===== config.mk =====
export PLATFORM = sky130hd
export DESIGN_NAME = oled_line_arbiter
export DESIGN_NICKNAME = d
export VERILOG_FILES = /design/src/rtl/oled_line_arbiter.sv
export SDC_FILE = /design/constraint.sdc
export NUM_CORES = 1
export LEC_CHECK = 0
export BUFFER_PORTS_ARGS = -buffer_cell sky130_fd_sc_hd__clkbuf_2
export CAP_MARGIN = 15
export CORE_UTILIZATION = 51
export CTS_CLUSTER_DIAMETER = 60
export DETAILED_ROUTE_END_ITERATION = 16
export PLACE_DENSITY = 0.77
export SYNTH_ARGS = -nofsm -noshare
export SYNTH_HDL_FRONTEND = slang
export SYNTH_SLANG_ARGS = --single-unit

===== constraint.sdc =====
create_clock -name clk -period 2 [get_ports clk]
set_input_delay 0.2 -clock clk [delete_from_list [all_inputs] [get_ports clk]]
set_output_delay 0.2 -clock clk [all_outputs]
set_load 0.01 [all_outputs]

===== src/rtl/oled_line_arbiter.sv =====
// oled_line_arbiter: round-robin sharing of the OLED_ctrl line-write/update port between NREQ requesters
module oled_line_arbiter #(
  parameter int NREQ = 2
) (
  input  logic                  clk,
  input  logic                  rstn,
  input  logic [NREQ-1:0]       req_valid,
  input  logic [2*NREQ-1:0]     req_row,
  input  logic [128*NREQ-1:0]   req_text,
  input  logic [NREQ-1:0]       req_update,
  output logic [NREQ-1:0]       req_done,
  output logic [NREQ-1:0]       grant,
  output logic                  busy,
  output logic                  write_start,
  output logic [8:0]            write_base_addr,
  output logic [7:0]            write_ascii_data,
  input  logic                  write_ready,
  output logic                  update_start,
  output logic                  update_clear,
  input  logic                  update_ready
);
  localparam int IW = (NREQ > 1) ? $clog2(NREQ) : 1;
  typedef enum logic [2:0] {IDLE, WR_START, WR_GAP, WR_WAIT, UPD_START, UPD_GAP, UPD_WAIT, DONE} state_t;
  state_t state, state_n;
  logic [3:0] col, col_n;
  logic [IW-1:0] last, last_n, owner, owner_n, sel;
  logic [1:0] row, row_n;
  logic [127:0] text, text_n;
  logic upd, upd_n;
  logic [NREQ-1:0] done_n, grant_n;
  logic write_start_n, update_start_n;
  logic [8:0] addr_n;
  logic [7:0] data_n;
  assign update_clear = 1'b0;
  // first pending requester searching upward from the one after the last owner
  always_comb begin
    sel = last;
    for (int k = NREQ; k >= 1; k--)
      if (req_valid[(int'(last) + k) % NREQ]) sel = IW'((int'(last) + k) % NREQ);
  end
  // next-state and next-output logic; outputs are registered from these values
  always_comb begin
    state_n = state;
    col_n = col;
    last_n = last;
    owner_n = owner;
    row_n = row;
    text_n = text;
    upd_n = upd;
    grant_n = grant;
    write_start_n = 1'b0;
    update_start_n = 1'b0;
    addr_n = write_base_addr;
    data_n = write_ascii_data;
    case (state)
      IDLE: if (|req_valid) begin
        owner_n = sel;
        row_n = req_row[2*sel +: 2];
        text_n = req_text[128*sel +: 128];
        upd_n = req_update[sel];
        grant_n = NREQ'(1) << sel;
        col_n = 4'd0;
        state_n = WR_START;
      end
      WR_START: if (write_ready) begin
        write_start_n = 1'b1;
        addr_n = {row, col, 3'b000};
        data_n = text[{~col, 3'b000} +: 8];
        state_n = WR_GAP;
      end
      WR_GAP: state_n = WR_WAIT;
      WR_WAIT: if (write_ready) begin
        state_n = (col == 4'd15) ? (upd ? UPD_START : DONE) : WR_START;
        col_n = (col == 4'd15) ? col : col + 4'd1;
      end
      UPD_START: if (update_ready) begin
        update_start_n = 1'b1;
        state_n = UPD_GAP;
      end
      UPD_GAP: state_n = UPD_WAIT;
      UPD_WAIT: if (update_ready) state_n = DONE;
      DONE: begin
        last_n = owner;
        grant_n = '0;
        state_n = IDLE;
      end
      default: state_n = IDLE;
    endcase
    done_n = (state_n == DONE) ? grant : '0;
  end
  // state, job context and registered outputs
  always_ff @(posedge clk or negedge rstn) begin
    if (!rstn) begin
      state <= IDLE;
      col <= '0;
      last <= IW'(NREQ - 1);
      owner <= '0;
      row <= '0;
      text <= '0;
      upd <= 1'b0;
      grant <= '0;
      req_done <= '0;
      busy <= 1'b0;
      write_start <= 1'b0;
      update_start <= 1'b0;
      write_base_addr <= '0;
      write_ascii_data <= '0;
    end else begin
      state <= state_n;
      col <= col_n;
      last <= last_n;
      owner <= owner_n;
      row <= row_n;
      text <= text_n;
      upd <= upd_n;
      grant <= grant_n;
      req_done <= done_n;
      busy <= (state_n != IDLE);
      write_start <= write_start_n;
      update_start <= update_start_n;
      write_base_addr <= addr_n;
      write_ascii_data <= data_n;
    end
  end
endmodule


==> out/qor.log, run 1 <==
INFO  synth          async_flop_share=1.00
INFO  floorplan      floorplan.die.width=130um
INFO  setup_path     cp-start-kind=register
INFO  final_layout   area_growth=28.2%
INFO  clock_tree     cts_max_path_buffers=2
INFO  clock_tree     cts_max_level=4
INFO  clock_tree     cts_tree=built
INFO  setup_path     arrival=2.22ns
INFO  timing         timing.slew.headroom=0.606
INFO  global_route   first_global_vias=6357
INFO  power          power.total=15.1mW
INFO  synth          synthTopCellsByArea=sky130_fd_sc_hd__dfrtp_1 48%, sky130_fd_sc_hd__mux2i_1 17%, sky130_fd_sc_hd__o21ai_1 7.9%
INFO  timing         worstMarginPinSlew=0.592ns
INFO  setup_path     worstPathMaxFanout=19
INFO  power          netSwitchingPower=5.40mW
INFO  timing         setup_viol_count_final=0
INFO  synth          synth_top_family_by_area=multiplexers
INFO  global_route   antenna_violations_before_repair=1
INFO  final_layout   layout_commonest_cell=sky130_fd_sc_hd__clkbuf_2
INFO  floorplan      boundaryPins=293
INFO  place          detailed_place_hpwl=16.9mm
INFO  final_layout   nNetsFinal=1327
INFO  floorplan      die-area=17000um^2
INFO  synth          synth_xor_area_frac=0
INFO  routing        dr.first_iter.drc_count=400
INFO  synth          yosys_register_bits=161
INFO  synth          syn_area=8410um^2
INFO  global_route   global_route_wire_length_before_repair=33.8mm
INFO  power          switching_share=0.358
INFO  synth          synth-compound-area-share=0.103
INFO  floorplan      placement_rows=46
INFO  routing        route.final.wire_length=22.0mm
INFO  synth          synth_area_per_cell=11.0um^2
INFO  routing        drt_drc_violations_left=0
INFO  clock_tree     tritoncts_buffers=17
INFO  timing         timing_hold_violations_final=0
INFO  power          seqPwrFrac=0.388
INFO  timing         fin_crit=1.91ns
INFO  synth          synthFlopType=sky130_fd_sc_hd__dfrtp_1
INFO  routing        vias=6772
INFO  place          placedInstanceArea=10200um^2
INFO  timing         rsz0062_at_grt=no
INFO  timing         worst_slack_on_hold_paths=0.0352ns
INFO  floorplan      die_y=130um
INFO  routing        route.detailed.vias_per_inst=5.26
INFO  place          place_ws=-0.0253ns
INFO  final_layout   most_frequent_cells_in_the_layout=287 x sky130_fd_sc_hd__clkbuf_2, 159 x sky130_fd_sc_hd__nand2_1, 158 x sky130_fd_sc_hd__dfrtp_1, 140 x sky130_fd_sc_hd__mux2i_1, 132 x sky130_fd_sc_hd__o21ai_1
INFO  setup_path     critical_path.endpoint_type=register
INFO  synth          synth_largest_area_cell=sky130_fd_sc_hd__dfrtp_1
INFO  synth          synth_enable_flop_cells=0
INFO  power          p_clk_frac=0.210
INFO  place          numPortBuffers=288
INFO  clock_tree     clkTransAtPathRegs=0.06ns
INFO  place          globalplace.congestion=0.850
INFO  synth          synthDistinctLibCells=47
INFO  floorplan      core-area=16000um^2
INFO  synth          synth.mux.area_fraction=0.268
INFO  timing         maxSlewViolCount=0
INFO  clock_tree     cts.root.buffer_cell=sky130_fd_sc_hd__clkbuf_16
INFO  worst_hold_path hold_path.class=in2reg
INFO  power          cellInternalPower=9.69mW
INFO  synth          synthDominantCellAreaShare=0.476
INFO  setup_path     setup.worst_path.class=reg2reg
INFO  power          power_leakage=5.55nW
INFO  floorplan      initial_core_util=0.526
INFO  global_route   grt_start_max_net_pins=151
INFO  routing        detail_route.first_pass.iterations=4
INFO  synth          synth.yosys.warnings=0
INFO  final_layout   drive_above_1_share=0.376
INFO  run            maxCapViolCount=0
INFO  global_route   overall_track_demand_over_capacity_in_global_routing=0.274
INFO  power          combPwrFrac=0.402
INFO  power          power.density=1400nW/um^2
INFO  clock_tree     worst_skew_pair.late_latency=0.43ns
INFO  routing        final_antenna_net_count=0
INFO  timing         finClkSkew=0.00618ns
INFO  timing         fmaxAchievable=524MHz
INFO  synth          synth-adder-area-share=0.00149
INFO  synth          post_synth_inst_count=767
INFO  routing        routedWlPerCell=17.1um
INFO  setup_path     required=2.31ns
INFO  final_layout   design_area=10800um^2
INFO  power          vdd_ir_drop_max=0.822mV
INFO  global_route   global_route.overflow_total=0
INFO  clock_tree     clock_sink_count=161
INFO  synth          seq_total_area_yosys=0.479
INFO  timing         finalCritPeriodShare=0.955
INFO  synth          synth_simple_gate_area_share=0.0963
INFO  status         outcome=completed
INFO  timing         setup_slack=0.0900ns
-- cell families after synthesis --
kind of cell | after synthesis
AO/OA/AOI/OAI | 161
flip-flops | 161
buffers and inverters | 67
multiplexers | 181
other | 1
adder cells (fa/ha/maj) | 1
AND/OR/NAND/NOR | 195
-- through the flow --
stage,utilization,cells,setup TNS (ns)
after floorplan,-,770,0
after global placement,0.635,1251,0
after detailed placement,0.635,1251,-0.0253
after CTS,0.672,1284,0
after global routing,0.674,1288,0
final,0.674,1288,0
-- cell usage after synthesis, drive strengths merged (3+ instances only) --
cell	number
a211oi	3
a22oi	5
buf	42
clkbuf	23
dfrtp	160
mux2	9
mux2i	140
mux4	32
nand2	159
nand2b	3
nand3	4
nor2	9
nor3	4
o21ai	139
o31ai	4
-- path summary, 6_finish.rpt --
path | from | endpoint | slack, ns | cells past startpoint
worst max-delay path | col[0] | write_ascii_data[6] | 0.09 | 5
worst min register to register | write_base_addr[8] | write_base_addr[8] | 0.47 | 2
max in group asynchronous | rstn | text[8] | 0.99 | 3
worst max register to register | col[0] | write_ascii_data[6] | 0.09 | 5
min in group asynchronous | rstn | text[124] | 0.29 | 2
worst min-delay path | update_ready | update_start | 0.04 | 3
-- worst max-delay path: stages (launching register included) --
cell and delay, ns:
sky130_fd_sc_hd__dfrtp_4 0.50, sky130_fd_sc_hd__buf_12 0.20, sky130_fd_sc_hd__mux4_1 0.59, sky130_fd_sc_hd__mux2i_1 0.21, sky130_fd_sc_hd__a2bb2oi_1 0.19, sky130_fd_sc_hd__o31ai_1 0.08
-- sequential cells by signal, summed over array words and instances, names as in the netlist, 2 cells and up --
register          cells
req_done              2
write_base_addr       6
row                   2
grant                 2
write_ascii_data      8
text                128
col                   4
state                 3
-- per-layer routing --
metal | share of wire | routed length, um | vias to the layer above | global-route usage
li1 | - | - | 3326 | -
met1 | 0.43 | 9540 | 3169 | 0.361
met2 | 0.49 | 10700 | 245 | 0.444
met3 | 0.059 | 1290 | 32 | 0.0660
met4 | 0.020 | 441 | 0 | 0.101
met5 | 0 | 0 | - | 0
-- layout make-up --
class / instances / area, um^2
flip-flops and latches: 161 / 4040
repair buffers: 334 / 1910
diodes: 1 / 2.50
clock inverters: 13 / 129
fillers: 1261 / 5220
multi-input cells: 542 / 3980
inverters: 2 / 7.51
well taps: 216 / 270
clock buffers: 19 / 453
-- power by group through the flow --
stage	Clock (mW)	Sequential [mW]	Combinational [mW]
final	3.16	5.86	6.07
after CTS	3.20	5.86	6.07
after floorplan	0	5.40	4.46
after global placement	0	5.89	5.81
after global routing	3.33	6.02	6.74
after detailed placement	0	5.88	6.04
-- timing repair --
item / CTS / global route
endpoints found under the setup margin: 1 / 4
hold buffers: 1 / 0
buffers inserted: 0 / 3
hold endpoints to repair: 45 / 0
resized for setup: 1 / 0
Power figures use the tool's default switching activity.
==> run 2: changes to the inputs <==
--- a/config.mk
+++ b/config.mk
@@ -7,3 +7,3 @@
 export LEC_CHECK = 0
-export BUFFER_PORTS_ARGS = -buffer_cell sky130_fd_sc_hd__clkbuf_2
+export BUFFER_PORTS_ARGS = -buffer_cell sky130_fd_sc_hd__buf_2
 export CAP_MARGIN = 15
==> constraint.sdc (replaced) <==
create_clock -name clk -period 2 [get_ports clk]
set_input_delay 0.1 -clock clk [delete_from_list [all_inputs] [get_ports clk]]
set_output_delay 0.1 -clock clk [all_outputs]
set_load 0.01 [all_outputs]
==> run 2 against run 1 <==
Critical path depth grew 1. Global-route usage grew 13 points. Sequential power grew 3%. The flow now finishes with violations (hold timing, setup timing). Utilization grew 15 points. Final area grew 22%. Fmax shrank 8.0%. Clock skew grew 0.017 ns. Combinational power grew 18%. Critical endpoint is now text[115]. Flip-flop and latch count is the same. Routed wire length grew 59%. Sequential share of layout area shrank 6.7 points.
==> out/qor.log, run 2 (synthesized netlist as in run 1, its figures left out) <==
INFO  final_layout   filler_cell_count=884
INFO  timing         worst_slack_on_hold_paths=-0.0504ns
INFO  run            maxCapViolCount=0
INFO  timing         finClkSkew=0.0228ns
INFO  power          power_leakage=6.45nW
INFO  clock_tree     worst_skew_pair.late_latency=0.45ns
INFO  place          detailed_place_hpwl=16.9mm
INFO  timing         totalNegativeSetupSlack=-0.0762ns
INFO  power          combPwrFrac=0.429
INFO  place          numPortBuffers=288
INFO  power          netSwitchingPower=6.29mW
INFO  power          power.density=1270nW/um^2
INFO  final_layout   area_growth=56.0%
INFO  place          place_inst=1244
INFO  power          p_clk_frac=0.207
INFO  global_route   global_route_wire_length_before_repair=49.7mm
INFO  floorplan      placement_rows=46
INFO  final_layout   largest_registers=text (128), write_ascii_data (8), write_base_addr (6)
INFO  setup_path     worstPathMaxFanout=6
INFO  power          vdd_ir_drop_max=0.901mV
INFO  setup_path     cp-start-kind=register
INFO  setup_path     critical_path.endpoint_type=register
INFO  clock_tree     cts_max_level=4
INFO  power          cellInternalPower=10.3mW
INFO  setup_path     setup.worst_path.class=reg2reg
INFO  floorplan      core-area=16000um^2
INFO  timing         fin_crit=2.08ns
INFO  timing         worstMarginPinSlew=0.642ns
INFO  global_route   overall_track_demand_over_capacity_in_global_routing=0.402
INFO  final_layout   registers.top_by_ff_count=text
INFO  status         failed_checks=hold timing, setup timing
INFO  final_layout   layoutNonFillerInstCount=1516
INFO  place          placedInstanceArea=10100um^2
INFO  clock_tree     cts.root.buffer_cell=sky130_fd_sc_hd__clkbuf_16
INFO  timing         timing_hold_violations_final=6
INFO  global_route   grt_start_max_net_pins=151
INFO  global_route   first_global_vias=9027
INFO  worst_hold_path hold_path.class=in2reg
INFO  clock_tree     clkTransAtPathRegs=0.07ns
INFO  global_route   antenna_violations_before_repair=5
INFO  timing         maxSlewViolCount=0
INFO  power          seqPwrFrac=0.364
INFO  place          globalplace.congestion=0.844
INFO  routing        dr.first_iter.drc_count=952
INFO  routing        drt_drc_violations_left=0
INFO  clock_tree     clock_sink_count=161
INFO  power          switching_share=0.379
INFO  clock_tree     tritoncts_buffers=17
INFO  global_route   global_route.overflow_total=0
INFO  floorplan      floorplan.die.width=130um
INFO  floorplan      initial_core_util=0.526
INFO  routing        vias=9000
INFO  timing         fmaxAchievable=482MHz
INFO  floorplan      die-area=17000um^2
INFO  timing         setup_viol_count_final=1
INFO  setup_path     r2r_setup_slack=-0.08ns
INFO  routing        route.final.wire_length=35.0mm
INFO  final_layout   nNetsFinal=1551
INFO  final_layout   drive_above_1_share=0.308
INFO  final_layout   layout.core_utilization=0.820
INFO  final_layout   design_area=13100um^2
INFO  routing        routedWlPerCell=23.1um
INFO  clock_tree     cts_tree=built
INFO  setup_path     arrival=2.37ns
INFO  clock_tree     cts_max_path_buffers=2
INFO  status         outcome=complete, but fails checks
INFO  final_layout   most_frequent_cells_in_the_layout=287 x sky130_fd_sc_hd__buf_2, 229 x sky130_fd_sc_hd__dlygate4sd3_1, 159 x sky130_fd_sc_hd__nand2_1, 158 x sky130_fd_sc_hd__dfrtp_1, 138 x sky130_fd_sc_hd__mux2i_1
INFO  setup_path     required=2.29ns
INFO  routing        detail_route.first_pass.iterations=8
INFO  final_layout   layout_commonest_cell=sky130_fd_sc_hd__buf_2
INFO  final_layout   number_of_flip_flops_under_the_largest_register_name=128
INFO  floorplan      boundaryPins=293
INFO  routing        route.detailed.vias_per_inst=5.94
INFO  floorplan      die_y=130um
INFO  timing         finalCritPeriodShare=1.04
INFO  timing         setup_slack=-0.0762ns
INFO  timing         timing.slew.headroom=0.572
INFO  routing        final_antenna_net_count=0
[run 2: power groups by stage]
stage	Sequential (mW)	Clock, mW	Combinational, mW
final	6.05	3.43	7.14
after global routing	6.13	3.56	7.64
after CTS	5.89	3.37	6.35
after detailed placement	5.90	0	5.94
after global placement	5.91	0	5.71
after floorplan	5.40	0	4.46
[run 2: stage by stage]
| step | setup slack (ns) | power (mW) |
|---|---|---|
| global placement | 0.0583 | 11.6 |
| global route | -0.154 | 17.3 |
| finish | -0.0762 | 16.6 |
| floorplan | 0.259 | 9.87 |
| detailed placement | -0.00432 | 11.8 |
| CTS | 0.0308 | 15.6 |
[run 2: timing repair]
action                                  in CTS  in global routing
endpoints found under the setup margin       1                 10
buffers inserted                             0                  4
hold buffers                               229                  1
gates cloned                                 0                  2
endpoints found under the hold margin      175                  1
pin swaps                                    0                  1
gates resized for setup                      1                  6
[run 2: critical path: stages (launching register included)]
cell and delay, ns:
sky130_fd_sc_hd__dfstp_2 0.56, sky130_fd_sc_hd__nand2_1 0.09, sky130_fd_sc_hd__o21ai_4 0.10, sky130_fd_sc_hd__buf_12 0.17
sky130_fd_sc_hd__mux2i_1 0.25, sky130_fd_sc_hd__dlygate4sd3_1 0.64, sky130_fd_sc_hd__o21ai_1 0.11
[run 2: cell type report]
type,count,area [um^2],share of cell area
Tap cell,216,270,0.0206
Inverter,2,7.51,0.000572
Timing Repair Buffer,558,4190,0.319
Clock inverter,10,161,0.0123
Multi-Input combinational cell,542,4000,0.305
Antenna cell,6,15.0,0.00114
Clock buffer,21,440,0.0336
Sequential cell,161,4040,0.308
[run 2: final timing paths]
kind                          startpoint            endpoint  depth (start not counted)
min                        req_text[124]           text[124]                          3
max                                 last           text[115]                          6
min reg2reg                       row[1]  write_base_addr[8]                          2
max in group asynchronous           rstn            text[91]                          3
min in group asynchronous           rstn           text[108]                          2
max reg2reg                         last           text[115]                          6
[run 2: per-layer routing]
layer / part of all wire / routed length, um / track usage / up-vias
li1: - / - / - / 3774
met1: 0.35 / 12300 / 0.476 / 4255
met2: 0.47 / 16500 / 0.653 / 737
met3: 0.10 / 3610 / 0.104 / 234
met4: 0.076 / 2650 / 0.263 / 0
met5: 0 / 0 / 0 / -
